File: src/rtl/alu_issue_ctrl.sv
`default_nettype none
// ============================================================================
// Module   : alu_issue_ctrl
// Purpose  : Initiator side of the ALU operation interface. Accepts one
//            decoded instruction via valid/ready, maps opcode/funct to ALUCon,
//            holds operands stable for the operation settle time, captures
//            the ALU result and presents it to writeback via valid/ready.
// Options  : `define DIVZERO_CHK_EN to flag div-by-zero at accept
//            (Result=FFFFFFFF, ResErr=1, no trip through the ALU).
// Revision : 1.0 - initial release
// ============================================================================
module alu_issue_ctrl #(
  parameter int MULDIV_WAIT  = 4,   // settle cycles for mul/div, >= 1
  parameter int SLT_UNSIGNED = 0    // reserved, must be 0
) (
  input  logic        clk,
  input  logic        rst_n,
  input  logic        InstrValid,
  output logic        InstrReady,
  input  logic [5:0]  Opcode,
  input  logic [5:0]  Funct,
  input  logic [31:0] RsData,
  input  logic [31:0] RtData,
  input  logic [15:0] Imm,
  output logic [2:0]  ALUCon,
  output logic [31:0] DataA,
  output logic [31:0] DataB,
  input  logic [31:0] ALUResult,
  output logic        ResValid,
  input  logic        ResReady,
  output logic [31:0] Result,
  output logic        ResErr,
  output logic        Busy
);

  localparam int CNT_W = (MULDIV_WAIT > 1) ? $clog2(MULDIV_WAIT) : 1;
  localparam logic [CNT_W-1:0] CNT_LOAD = CNT_W'(MULDIV_WAIT - 1);

  localparam logic [2:0] OP_ADD = 3'b000;
  localparam logic [2:0] OP_SUB = 3'b001;
  localparam logic [2:0] OP_MUL = 3'b010;
  localparam logic [2:0] OP_DIV = 3'b011;
  localparam logic [2:0] OP_SLT = 3'b100;

  localparam logic [5:0] OPC_RTYPE = 6'b000000;
  localparam logic [5:0] OPC_ADDI  = 6'b001000;
  localparam logic [5:0] OPC_SLTI  = 6'b001010;

  localparam logic [5:0] FN_ADD  = 6'b100000;
  localparam logic [5:0] FN_SUB  = 6'b100010;
  localparam logic [5:0] FN_MULT = 6'b011000;
  localparam logic [5:0] FN_DIV  = 6'b011010;
  localparam logic [5:0] FN_SLT  = 6'b101010;

  // The ALU only compares unsigned; a signed-slt build has no legal slt.
  localparam logic SLT_OK = (SLT_UNSIGNED == 0);

  typedef enum logic [1:0] {
    S_IDLE = 2'd0,
    S_EXEC = 2'd1,
    S_WAIT = 2'd2,
    S_DONE = 2'd3
  } state_t;

  state_t            state_q, state_d;
  logic [CNT_W-1:0]  cnt_q, cnt_d;
  logic [2:0]        alucon_q, alucon_d;
  logic [31:0]       data_a_q, data_a_d;
  logic [31:0]       data_b_q, data_b_d;
  logic [31:0]       result_q, result_d;
  logic              res_err_q, res_err_d;
  logic              res_valid_q, res_valid_d;

  logic              dec_legal;
  logic [2:0]        dec_con;
  logic              dec_use_imm;
  logic              dec_div_zero;
  logic [31:0]       imm_sext;
  logic              exec_muldiv;

  assign imm_sext = {{16{Imm[15]}}, Imm};

  // Instruction decode: opcode/funct -> ALUCon, operand-B source, legality
  always_comb begin
    dec_legal   = 1'b0;
    dec_con     = OP_ADD;
    dec_use_imm = 1'b0;
    if (Opcode == OPC_RTYPE) begin
      case (Funct)
        FN_ADD:  begin dec_legal = 1'b1;   dec_con = OP_ADD; end
        FN_SUB:  begin dec_legal = 1'b1;   dec_con = OP_SUB; end
        FN_MULT: begin dec_legal = 1'b1;   dec_con = OP_MUL; end
        FN_DIV:  begin dec_legal = 1'b1;   dec_con = OP_DIV; end
        FN_SLT:  begin dec_legal = SLT_OK; dec_con = OP_SLT; end
        default: ;
      endcase
    end else if (Opcode == OPC_ADDI) begin
      dec_legal   = 1'b1;
      dec_con     = OP_ADD;
      dec_use_imm = 1'b1;
    end else if (Opcode == OPC_SLTI) begin
      dec_legal   = SLT_OK;
      dec_con     = OP_SLT;
      dec_use_imm = 1'b1;
    end
  end

`ifdef DIVZERO_CHK_EN
  assign dec_div_zero = dec_legal && (dec_con == OP_DIV) && (RtData == 32'd0);
`else
  assign dec_div_zero = 1'b0;
`endif

  assign exec_muldiv = (alucon_q == OP_MUL) || (alucon_q == OP_DIV);

  // Next-state and datapath register updates; every register holds by default
  always_comb begin
    state_d     = state_q;
    cnt_d       = cnt_q;
    alucon_d    = alucon_q;
    data_a_d    = data_a_q;
    data_b_d    = data_b_q;
    result_d    = result_q;
    res_err_d   = res_err_q;
    res_valid_d = res_valid_q;
    case (state_q)
      S_IDLE: begin
        if (InstrValid) begin
          if (!dec_legal) begin
            // ALU-facing outputs stay as they were for an illegal op
            result_d    = 32'd0;
            res_err_d   = 1'b1;
            res_valid_d = 1'b1;
            state_d     = S_DONE;
          end else begin
            alucon_d = dec_con;
            data_a_d = RsData;
            data_b_d = dec_use_imm ? imm_sext : RtData;
            if (dec_div_zero) begin
              result_d    = 32'hFFFF_FFFF;
              res_err_d   = 1'b1;
              res_valid_d = 1'b1;
              state_d     = S_DONE;
            end else begin
              state_d = S_EXEC;
            end
          end
        end
      end
      S_EXEC: begin
        if (exec_muldiv && (MULDIV_WAIT > 1)) begin
          cnt_d   = CNT_LOAD;
          state_d = S_WAIT;
        end else begin
          result_d    = ALUResult;
          res_err_d   = 1'b0;
          res_valid_d = 1'b1;
          state_d     = S_DONE;
        end
      end
      S_WAIT: begin
        if (cnt_q == '0) begin
          result_d    = ALUResult;
          res_err_d   = 1'b0;
          res_valid_d = 1'b1;
          state_d     = S_DONE;
        end else begin
          cnt_d = cnt_q - CNT_W'(1);
        end
      end
      S_DONE: begin
        if (ResReady) begin
          res_valid_d = 1'b0;
          res_err_d   = 1'b0;
          state_d     = S_IDLE;
        end
      end
      default: state_d = S_IDLE;
    endcase
  end

  // State and datapath registers; reset discards any in-flight operation
  always_ff @(posedge clk or negedge rst_n) begin
    if (!rst_n) begin
      state_q     <= S_IDLE;
      cnt_q       <= '0;
      alucon_q    <= OP_ADD;
      data_a_q    <= 32'd0;
      data_b_q    <= 32'd0;
      result_q    <= 32'd0;
      res_err_q   <= 1'b0;
      res_valid_q <= 1'b0;
    end else begin
      state_q     <= state_d;
      cnt_q       <= cnt_d;
      alucon_q    <= alucon_d;
      data_a_q    <= data_a_d;
      data_b_q    <= data_b_d;
      result_q    <= result_d;
      res_err_q   <= res_err_d;
      res_valid_q <= res_valid_d;
    end
  end

  assign InstrReady = (state_q == S_IDLE);
  assign Busy       = (state_q != S_IDLE);
  assign ALUCon     = alucon_q;
  assign DataA      = data_a_q;
  assign DataB      = data_b_q;
  assign Result     = result_q;
  assign ResErr     = res_err_q;
  assign ResValid   = res_valid_q;

endmodule
`default_nettype wire

File: config.mk
export PLATFORM = sky130hd
export DESIGN_NAME = alu_issue_ctrl
export DESIGN_NICKNAME = d
export VERILOG_FILES = /design/src/rtl/alu_issue_ctrl.sv
export SDC_FILE = /design/constraint.sdc
export NUM_CORES = 1
export LEC_CHECK = 0
export BUFFER_PORTS_ARGS = -buffer_cell sky130_fd_sc_hd__buf_2
export CAP_MARGIN = 20
export CELL_PAD_IN_SITES_DETAIL_PLACEMENT = 1
export CELL_PAD_IN_SITES_GLOBAL_PLACEMENT = 2
export CORE_ASPECT_RATIO = 1.25
export CORE_MARGIN = 5
export CORE_UTILIZATION = 25
export CTS_BUF_LIST = sky130_fd_sc_hd__clkbuf_8 sky130_fd_sc_hd__clkbuf_16
export CTS_CLUSTER_SIZE = 10
export DETAILED_ROUTE_END_ITERATION = 7
export PLACE_DENSITY = 0.75
export SYNTH_ARGS = -nofsm -noshare
export SYNTH_HDL_FRONTEND = slang
export SYNTH_SLANG_ARGS = --single-unit
File: constraint.sdc
create_clock -name clk -period 2.46 [get_ports clk]
set_input_delay 0 -clock clk [delete_from_list [all_inputs] [get_ports clk]]
set_output_delay 0 -clock clk [all_outputs]
set_load 0.03 [all_outputs]
# Yosys cells after proc, flatten, opt, wreduce, memory -nomap -nowiden
# Cells that the tools add are included.
# W data, S select, Z words.
[word_totals]
word_cells = 74
mem_bits_rw = 0
ff_bits = 105
input_bits = 128
mem_bits_ro = 0
output_inout_bits = 103
n_memories = 0
latchBits = 0
[op_classes]
n_eq_ne = 19
add_sub_neg = 1
n_div = 0
multipliers = 0
n_lt_le_gt_ge = 0
bitwise = 0
n_reduce_logical = 13
shifts = 0
n_mux = 33
[op_table]
columns = ["operator", "count"]
rows = [
  ["$mux W32", 5],
  ["$pmux W32 S3", 1],
  ["$eq A6 B6 Y1 const B", 3],
  ["$ne A2 B2 Y1 const B", 7],
  ["$mux W1", 13],
  ["$eq A6 B4 Y1 const B", 2],
  ["$eq A6 B5 Y1 const B", 2],
  ["$mux W2", 6],
  ["$pmux W3 S4", 1],
  ["$reduce_and A5 Y1", 2],
  ["$mux W3", 3],
  ["$reduce_and A3 Y1", 3],
  ["$pmux W1 S4", 2],
  ["$pmux W2 S4", 1],
  ["$eq A3 B2 Y1 const B", 2],
  ["$logic_not A6 Y1", 1],
  ["$reduce_or A5 Y1", 1],
  ["$eq A2 B2 Y1 const B", 2],
  ["$logic_not A2 Y1", 2],
  ["$pmux W2 S2", 1],
  ["$reduce_bool A2 Y1", 2],
  ["$reduce_bool A3 Y1", 1],
  ["$eq A2 B1 Y1 const B", 1],
  ["$sub A2 B1 Y2 const B", 1],
  ["$logic_or A1 B1 Y1", 1],
]

# Longest topological paths before layout
# Gate-level depths: netlist of run 1.
[logic_depth]
ltp_word = 7
depth_mapped = 8

# Least setup slack after synthesis of run 1
# No wires, ideal clock.
[synth_timing]
path_kind = "register to register"
start = "register state_q[0]"
end = "register result_q[0], in the netlist Result[0]"
setup_time_ps = 79
setup_slack_ps = 307
path_stages_with_launch = 9
arrival_time_ps = 2073
path_cell_list = "dfrtp_1 inv_1 ha_1 inv_1 o221ai_1 a211o_1 buf_2 buf_4 mux2i_1"
[synth_via]
elab_chain_cells = 3
word_cells_on_any_way = 10
cone_classes = "eq/ne (6); mux (1); reduce/logical (3)"
[synth_rtl]
columns = ["element", "line_no", "rtl"]
rows = [
  ["start, declared", "65", "state_t state_q, state_d;"],
  ["start signal, assigned", "194", "state_q <= state_d;"],
  ["$logic_not A2 Y1 *", "--", ""],
  ["via InstrReady", "19", "output logic InstrReady,"],
  ["$ne A2 B2 Y1 (no source line) / $reduce_bool A3 Y1 (equally long branches)", "--", ""],
  ["$reduce_and A5 Y1 (no source line)", "--", ""],
  ["end signal, assigned", "199", "result_q <= result_d;"],
  ["end, declared", "70", "logic [31:0] result_q, result_d;"],
]
# The timed path passes the listed nets; every way through them passes the cells marked *.
# A chain may end at the register's enable or synchronous reset.

# Worst setup path in the final report of run 1
[layout_timing]
start = "register state_q[0]"
end = "register result_q[24], in the netlist Result[24]"
[layout_via]
elab_chain_cells = 3
word_cells_on_any_way = 10
cone_classes = "eq/ne (6); mux (1); reduce/logical (3)"
[layout_rtl]
columns = ["element", "line_no", "rtl"]
rows = [
  ["$eq A2 B2 Y1 (tied with other cells)", "126", "case (state_q)"],
  ["$ne A2 B2 Y1 (no source line) / $reduce_bool A3 Y1 (equally long branches)", "--", ""],
  ["$reduce_and A5 Y1 (no source line)", "--", ""],
]
# Parallel ways exist; a longest one is shown, timed or not.

==> qor.yml, run 1 <==
status: "finished, final reports clean"
grt-busiest-layer: "met2"
grt_overflow: 0
clock_skew_ps: 9.03
wl_per_cell_um: 16.4
fin_util: 0.396
r2r-start: "state_q[0]"
min_from: "RtData[14]"
grt.total_usage: 0.144
final_common_cell: "buf_2"
port_buffers: 230
r2r_slack_ps: 270
finalSetupViolCount: 0
cts_buffers: 9
synth_edf_count: 0
pwr-share-clk: 0.187
p_switching_uw: 3150
crit_chain: "inv_1 -> ha_1 -> inv_1 -> o221ai_1 -> a211o_4 -> mux2i_1"
synth_nets: 532
gr-usage-met2: 0.267
placed_cell_area_sq_um: 6230
area_growth_pct: 55.2
leakage_uw: 0.00419
vias: 4158
required_ps: 2730
p_total_uw: 7340
worst_pin_slew_ps: 653
antenna_found_initial: 1
final.period_utilization: 0.890
crit_buf_inv: 2
path_max_fanout: 32
fmaxAchievable_mhz: 457
hold_viol_final: 0
internal_power_uw: 4190
critical_path.top_delay_family: "compound AO/OA/AOI/OAI gates"
maxCapViolations: 0
rows: 56
crit_slowest_cell: "a211o_4"
first_global_vias: 4830
worstHoldPathCells: 3
wirelength_mm: 15.8
yosysWarnings: 0
synth-async-reset-ratio: 1.00
ys_seq_area_frac: 0.546
setup_tns_ps: 0
setup.worst_path.end_class: "flip-flop"
cts.path.max_buffers: 2
drt-initial-drc-count: 77
grt_max_degree: 63
grt_first_pass_wirelength_mm: 25.2
die_h_um: 165
initial_utilization: 0.255
dr.pass1.iters: 4
synth_ff_type: "dfrtp_1"
worstPathArrival_ps: 2460
design_area_sq_um: 7470
slew_headroom: 0.565
die_area_sq_um: 22100
rr_worst_depth: 6
root_buffer: "clkbuf_16"
ys_types: 33
seqPwrFrac: 0.340
core_area_sq_um: 18800
hpwl_mm: 11.0
final_cell_mix: "buf_2, dfrtp_1, dlygate4sd3_1, inv_1, mux2_2"
synth-seq-cells: 105
drc: 0
switching_share: 0.429
place_inst: 847
gp_congestion: 0.720
avgSynthCellArea_sq_um: 12.1
p_comb_frac: 0.473
critical_path_class: "flip-flop to flip-flop"
met1_usage: 0.154
slowest_delay_ps: 500
clkTransAtPathRegs_ps: 80
slew_violations: 0
r2r-end: "Result[24]"
hold_path.class: "input port to flip-flop"
synth_cells: 398
critPathLaunchType: "flip-flop"
met3_usage: 0.0491
rsz0062_at_grt: "false"
via_per_inst: 4.33
clock_sinks: 105
min_period_ps: 2190
top_level_ports: 231
layout.cells.non_filler: 961
nets: 855
max-vdd-ir-drop_mv: 0.494
syn_area_sq_um: 4810
final_layout_size_suffix_gt1_frac: 0.441
crit_top_cell: "inv_1"
hold_end: "DataB[14]"
insertion_delay_ps: 350
p_per_area_nw_per_um2: 983
h-tree-depth: 3
antenna_left: 0
cts_tree: "yes"
die_x_um: 134
-- registers in the layout, summed over array words and instances (netlist names) --
register / flops
state_q: 2
ALUCon: 3
DataA: 32
DataB: 32
ResErr: 1
cnt_q: 2
ResValid: 1
Result: 32
-- layer usage --
| metal | share of wire | vias up |
|---|---|---|
| met1 | 0.37 | 2039 |
| met4 | 0.014 | 0 |
| met3 | 0.073 | 16 |
| li1 | - | 1960 |
| met5 | 0 | - |
| met2 | 0.54 | 143 |
-- final cells by class --
cell class	count	area, sq um
diodes	3	7.51
well taps	232	290
inverters	60	225
repair buffers	332	2180
clock buffers	9	225
fillers	2131	11400
flip-flops and latches	105	2630
multi-input cells	213	1860
clock inverters	7	48.8
-- how the worst max path moves through the flow --
stage	slack, ps	startpoint	to	cells past startpoint
after floorplan	310	state_q[0]	Result[0]	8
after global routing	60	state_q[0]	ResValid	6
after CTS	20	state_q[0]	Result[24]	6
final	270	state_q[0]	Result[24]	6
after detailed placement	8	state_q[0]	Result[24]	6
after global placement	230	state_q[0]	Result[10]	6
-- through the flow --
stage	hold slack (ps)	worst slack (ps)
2_1_floorplan	-296	307
3_3_place_gp	-27.8	234
3_5_place_dp	-19.2	7.64
4_1_cts	0.582	15.0
5_1_grt	5.83	60.0
6_report	9.94	270
-- worst reg2reg max path, delay by kind of cell, from the launching register on --
family	cells	cell delay, ps
compound gates	2	740
flops	1	460
fa+ha+maj	1	350
buf+inv	2	280
mux	1	280
-- repair_timing --
item,CTS,global route
gates resized for setup,0,1
hold buffers,95,0
buffers inserted,0,0
endpoints found under the setup margin,0,32
hold endpoints to repair,155,0
-- logic make-up after synthesis --
group / count (synthesis) / synth area share
flip-flops: 105 / 0.546
multiplexers: 117 / 0.270
AO/OA/AOI/OAI: 34 / 0.0445
AND/OR/NAND/NOR: 56 / 0.0536
buffers and inverters: 80 / 0.0707
adder cells (fa/ha/maj): 6 / 0.0156
-- Yosys cell counts, types with 2 or more instances --
cell | n | area share
dfrtp_1 | 105 | 0.55
inv_1 | 60 | 0.047
mux2_2 | 53 | 0.12
mux2i_1 | 52 | 0.11
nand2_1 | 37 | 0.029
a21oi_1 | 22 | 0.023
mux2_4 | 12 | 0.037
clkbuf_1 | 8 | 0.0062
ha_1 | 6 | 0.016
buf_2 | 5 | 0.0052
nor2_1 | 4 | 0.0031
buf_4 | 3 | 0.0047
buf_6 | 3 | 0.0070
o21ai_0 | 3 | 0.0031
nand2b_1 | 2 | 0.0026
nand3_1 | 2 | 0.0021
nand3b_1 | 2 | 0.0031
nor4_1 | 2 | 0.0026
o21a_1 | 2 | 0.0031
o22a_1 | 2 | 0.0036
-- power groups by stage --
stage,sequential (uW),combinational [uW],clock [uW]
2_1_floorplan,3400,1480,0
3_3_place_gp,2500,3270,0
3_5_place_dp,2520,3400,0
4_1_cts,2500,3520,1440
5_1_grt,2560,3770,1520
6_report,2490,3470,1370
Note: power is estimated with default switching activity, not from simulation.
==> run 2, diff against run 1 <==
Settings changed: CAP_MARGIN 20 to 25, CELL_PAD_IN_SITES_DETAIL_PLACEMENT 1 to default, CELL_PAD_IN_SITES_GLOBAL_PLACEMENT 2 to default, PLACE_DENSITY 0.75 to 0.51.
Clock period 2.46 ns to 2.3 ns, I/O delays scaled along.
==> run 2 against run 1 <==
Wire length shrank 13%. Via count decreased by 1.7%. Sequential share of layout area up 0.065 points. Die area did not move. Hold slack gained 5.0 ps. Highest routed layer unchanged.
==> qor.yml, run 2 (synthesis gave the netlist of run 1 again) <==
status: "finished, final reports clean"
cts_buffers: 9  # unchanged
finalSetupViolCount: 0  # unchanged
critical_path_class: "flip-flop to flip-flop"
p_per_area_nw_per_um2: 1040  # +6.0%
max-vdd-ir-drop_mv: 0.426  # -14%
cts.path.max_buffers: 2  # unchanged
final.period_utilization: 0.903  # +0.0127
gp_congestion: 0.740  # +2.9%
antenna_left: 0  # unchanged
min_period_ps: 2080  # -113 ps
dr.pass1.iters: 4  # unchanged
clock_skew_ps: 8.28  # -0.746 ps
nets: 855  # unchanged
wl_per_cell_um: 14.3  # -13%
setup.worst_path.end_class: "flip-flop"
grt_max_degree: 51  # -19%
required_ps: 2560  # -170 ps
rows: 56  # unchanged
p_switching_uw: 3260  # +3.8%
rsz0062_at_grt: "false"
hold_viol_final: 0  # unchanged
first_global_vias: 4545  # -5.9%
setup_tns_ps: 0  # unchanged
clkTransAtPathRegs_ps: 70  # about the same
final_layout_size_suffix_gt1_frac: 0.442  # +0.00138
postCtsSetupBuffers: 0  # unchanged
topRoutingLayerUsed: "met4"
grt.total_usage: 0.125  # -0.0190
path_max_fanout: 7  # -78%
hold_path.class: "input port to flip-flop"
final_common_cell: "buf_2"
fin_util: 0.395  # -0.000730
wirelength_mm: 13.7  # -13%
slew_headroom: 0.584  # +0.0192
switching_share: 0.421  # -0.00801
root_buffer: "clkbuf_16"
initial_utilization: 0.255  # unchanged
fmaxAchievable_mhz: 481  # +5.5%
clock_sinks: 105  # unchanged
worstPathArrival_ps: 2340  # -120 ps
vias: 4088  # -1.7%
pwr-share-clk: 0.184  # -0.003
wl_met2_mm: 6.95  # -18%
insertion_delay_ps: 350  # about the same
critPathLaunchType: "flip-flop"
met1_length_mm: 5.54  # -5.7%
seqPwrFrac: 0.344  # +0.004
leakage_uw: 0.00420  # +0.18%
worst_pin_slew_ps: 624  # -28.8 ps
die_h_um: 165  # unchanged
via_per_inst: 4.26  # -1.5%
maxCapViolations: 0  # unchanged
port_buffers: 230  # unchanged
internal_power_uw: 4500  # +7.2%
hpwl_mm: 10.0  # -9.0%
slew_violations: 0  # unchanged
cts_tree: "yes"
grt_first_pass_wirelength_mm: 22.3  # -11%
drc: 0  # unchanged
h-tree-depth: 3  # unchanged
die_x_um: 134  # unchanged
dr_wl_met3_um: 997  # -14%
p_total_uw: 7760  # +5.8%
antenna_found_initial: 0  # -1
core_area_sq_um: 18800  # unchanged
die_area_sq_um: 22100  # unchanged
cts_resized: 0  # unchanged
drt-initial-drc-count: 191  # +150%
fin_hold_ws_ps: 14.9  # +5.00 ps
final_cell_mix: "buf_2, dfrtp_1, dlygate4sd3_1, inv_1, mux2_2"
p_comb_frac: 0.472  # about the same
top_level_ports: 231  # unchanged
area_growth_pct: 54.9
grt_overflow: 0  # unchanged
==> run 2: repair_timing <==
action,4_1_cts,5_1_grt
hold buffers,94,0
hold endpoints to repair,195,0
endpoints found under the setup margin,0,0
==> run 2: per-layer routing <==
layer / vias up / global-route usage
li1: 1964 / -
met1: 1963 / 0.145
met2: 145 / 0.218
met3: 16 / 0.0364
met4: 0 / 0.0481
met5: - / 0
==> run 2: layout make-up <==
cell class,instances,area (sq um)
repair buffers,332,2180
fillers,1812,11400
inverters,60,225
well taps,232,290
diodes,1,2.50
multi-input cells,213,1850
clock buffers,9,225
clock inverters,7,50.0
flip-flops and latches,105,2630
==> run 2: path summary, 6_finish.rpt <==
kind	start	end	slack [ps]	depth (start not counted)
worst max-delay path	state_q[0]	ResValid	220	6
worst min-delay path	RtData[3]	DataB[3]	10	3
worst max register to register	state_q[0]	ResValid	220	6
worst min register to register	DataA[12]	DataA[12]	500	1
max in group asynchronous	rst_n	Result[14]	1440	3
min in group asynchronous	rst_n	DataB[30]	60	2
==> run 2: through the flow <==
| stage | setup WS [ps] | area (sq um) | instances |
|---|---|---|---|
| 2_1_floorplan | 147 | 4810 | 398 |
| 3_3_place_gp | 381 | 6230 | 848 |
| 3_5_place_dp | 243 | 6230 | 848 |
| 4_1_cts | 226 | 7450 | 958 |
| 5_1_grt | 18.1 | 7450 | 958 |
| 6_report | 223 | 7450 | 959 |
==> run 2: power groups by stage <==
stage,registers (uW),clock network (uW),logic (uW)
2_1_floorplan,3640,0,1590
3_3_place_gp,2680,0,3520
3_5_place_dp,2700,0,3610
4_1_cts,2680,1490,3730
5_1_grt,2740,1570,4000
6_report,2670,1420,3660
==> run 2: critical path, cell delays in order, from the launching register on <==
cell and delay (ps):
dfrtp_1 450, inv_1 100, ha_1 310, a222oi_1 530, nand2_1 190, a21oi_1 190, mux2i_1 220
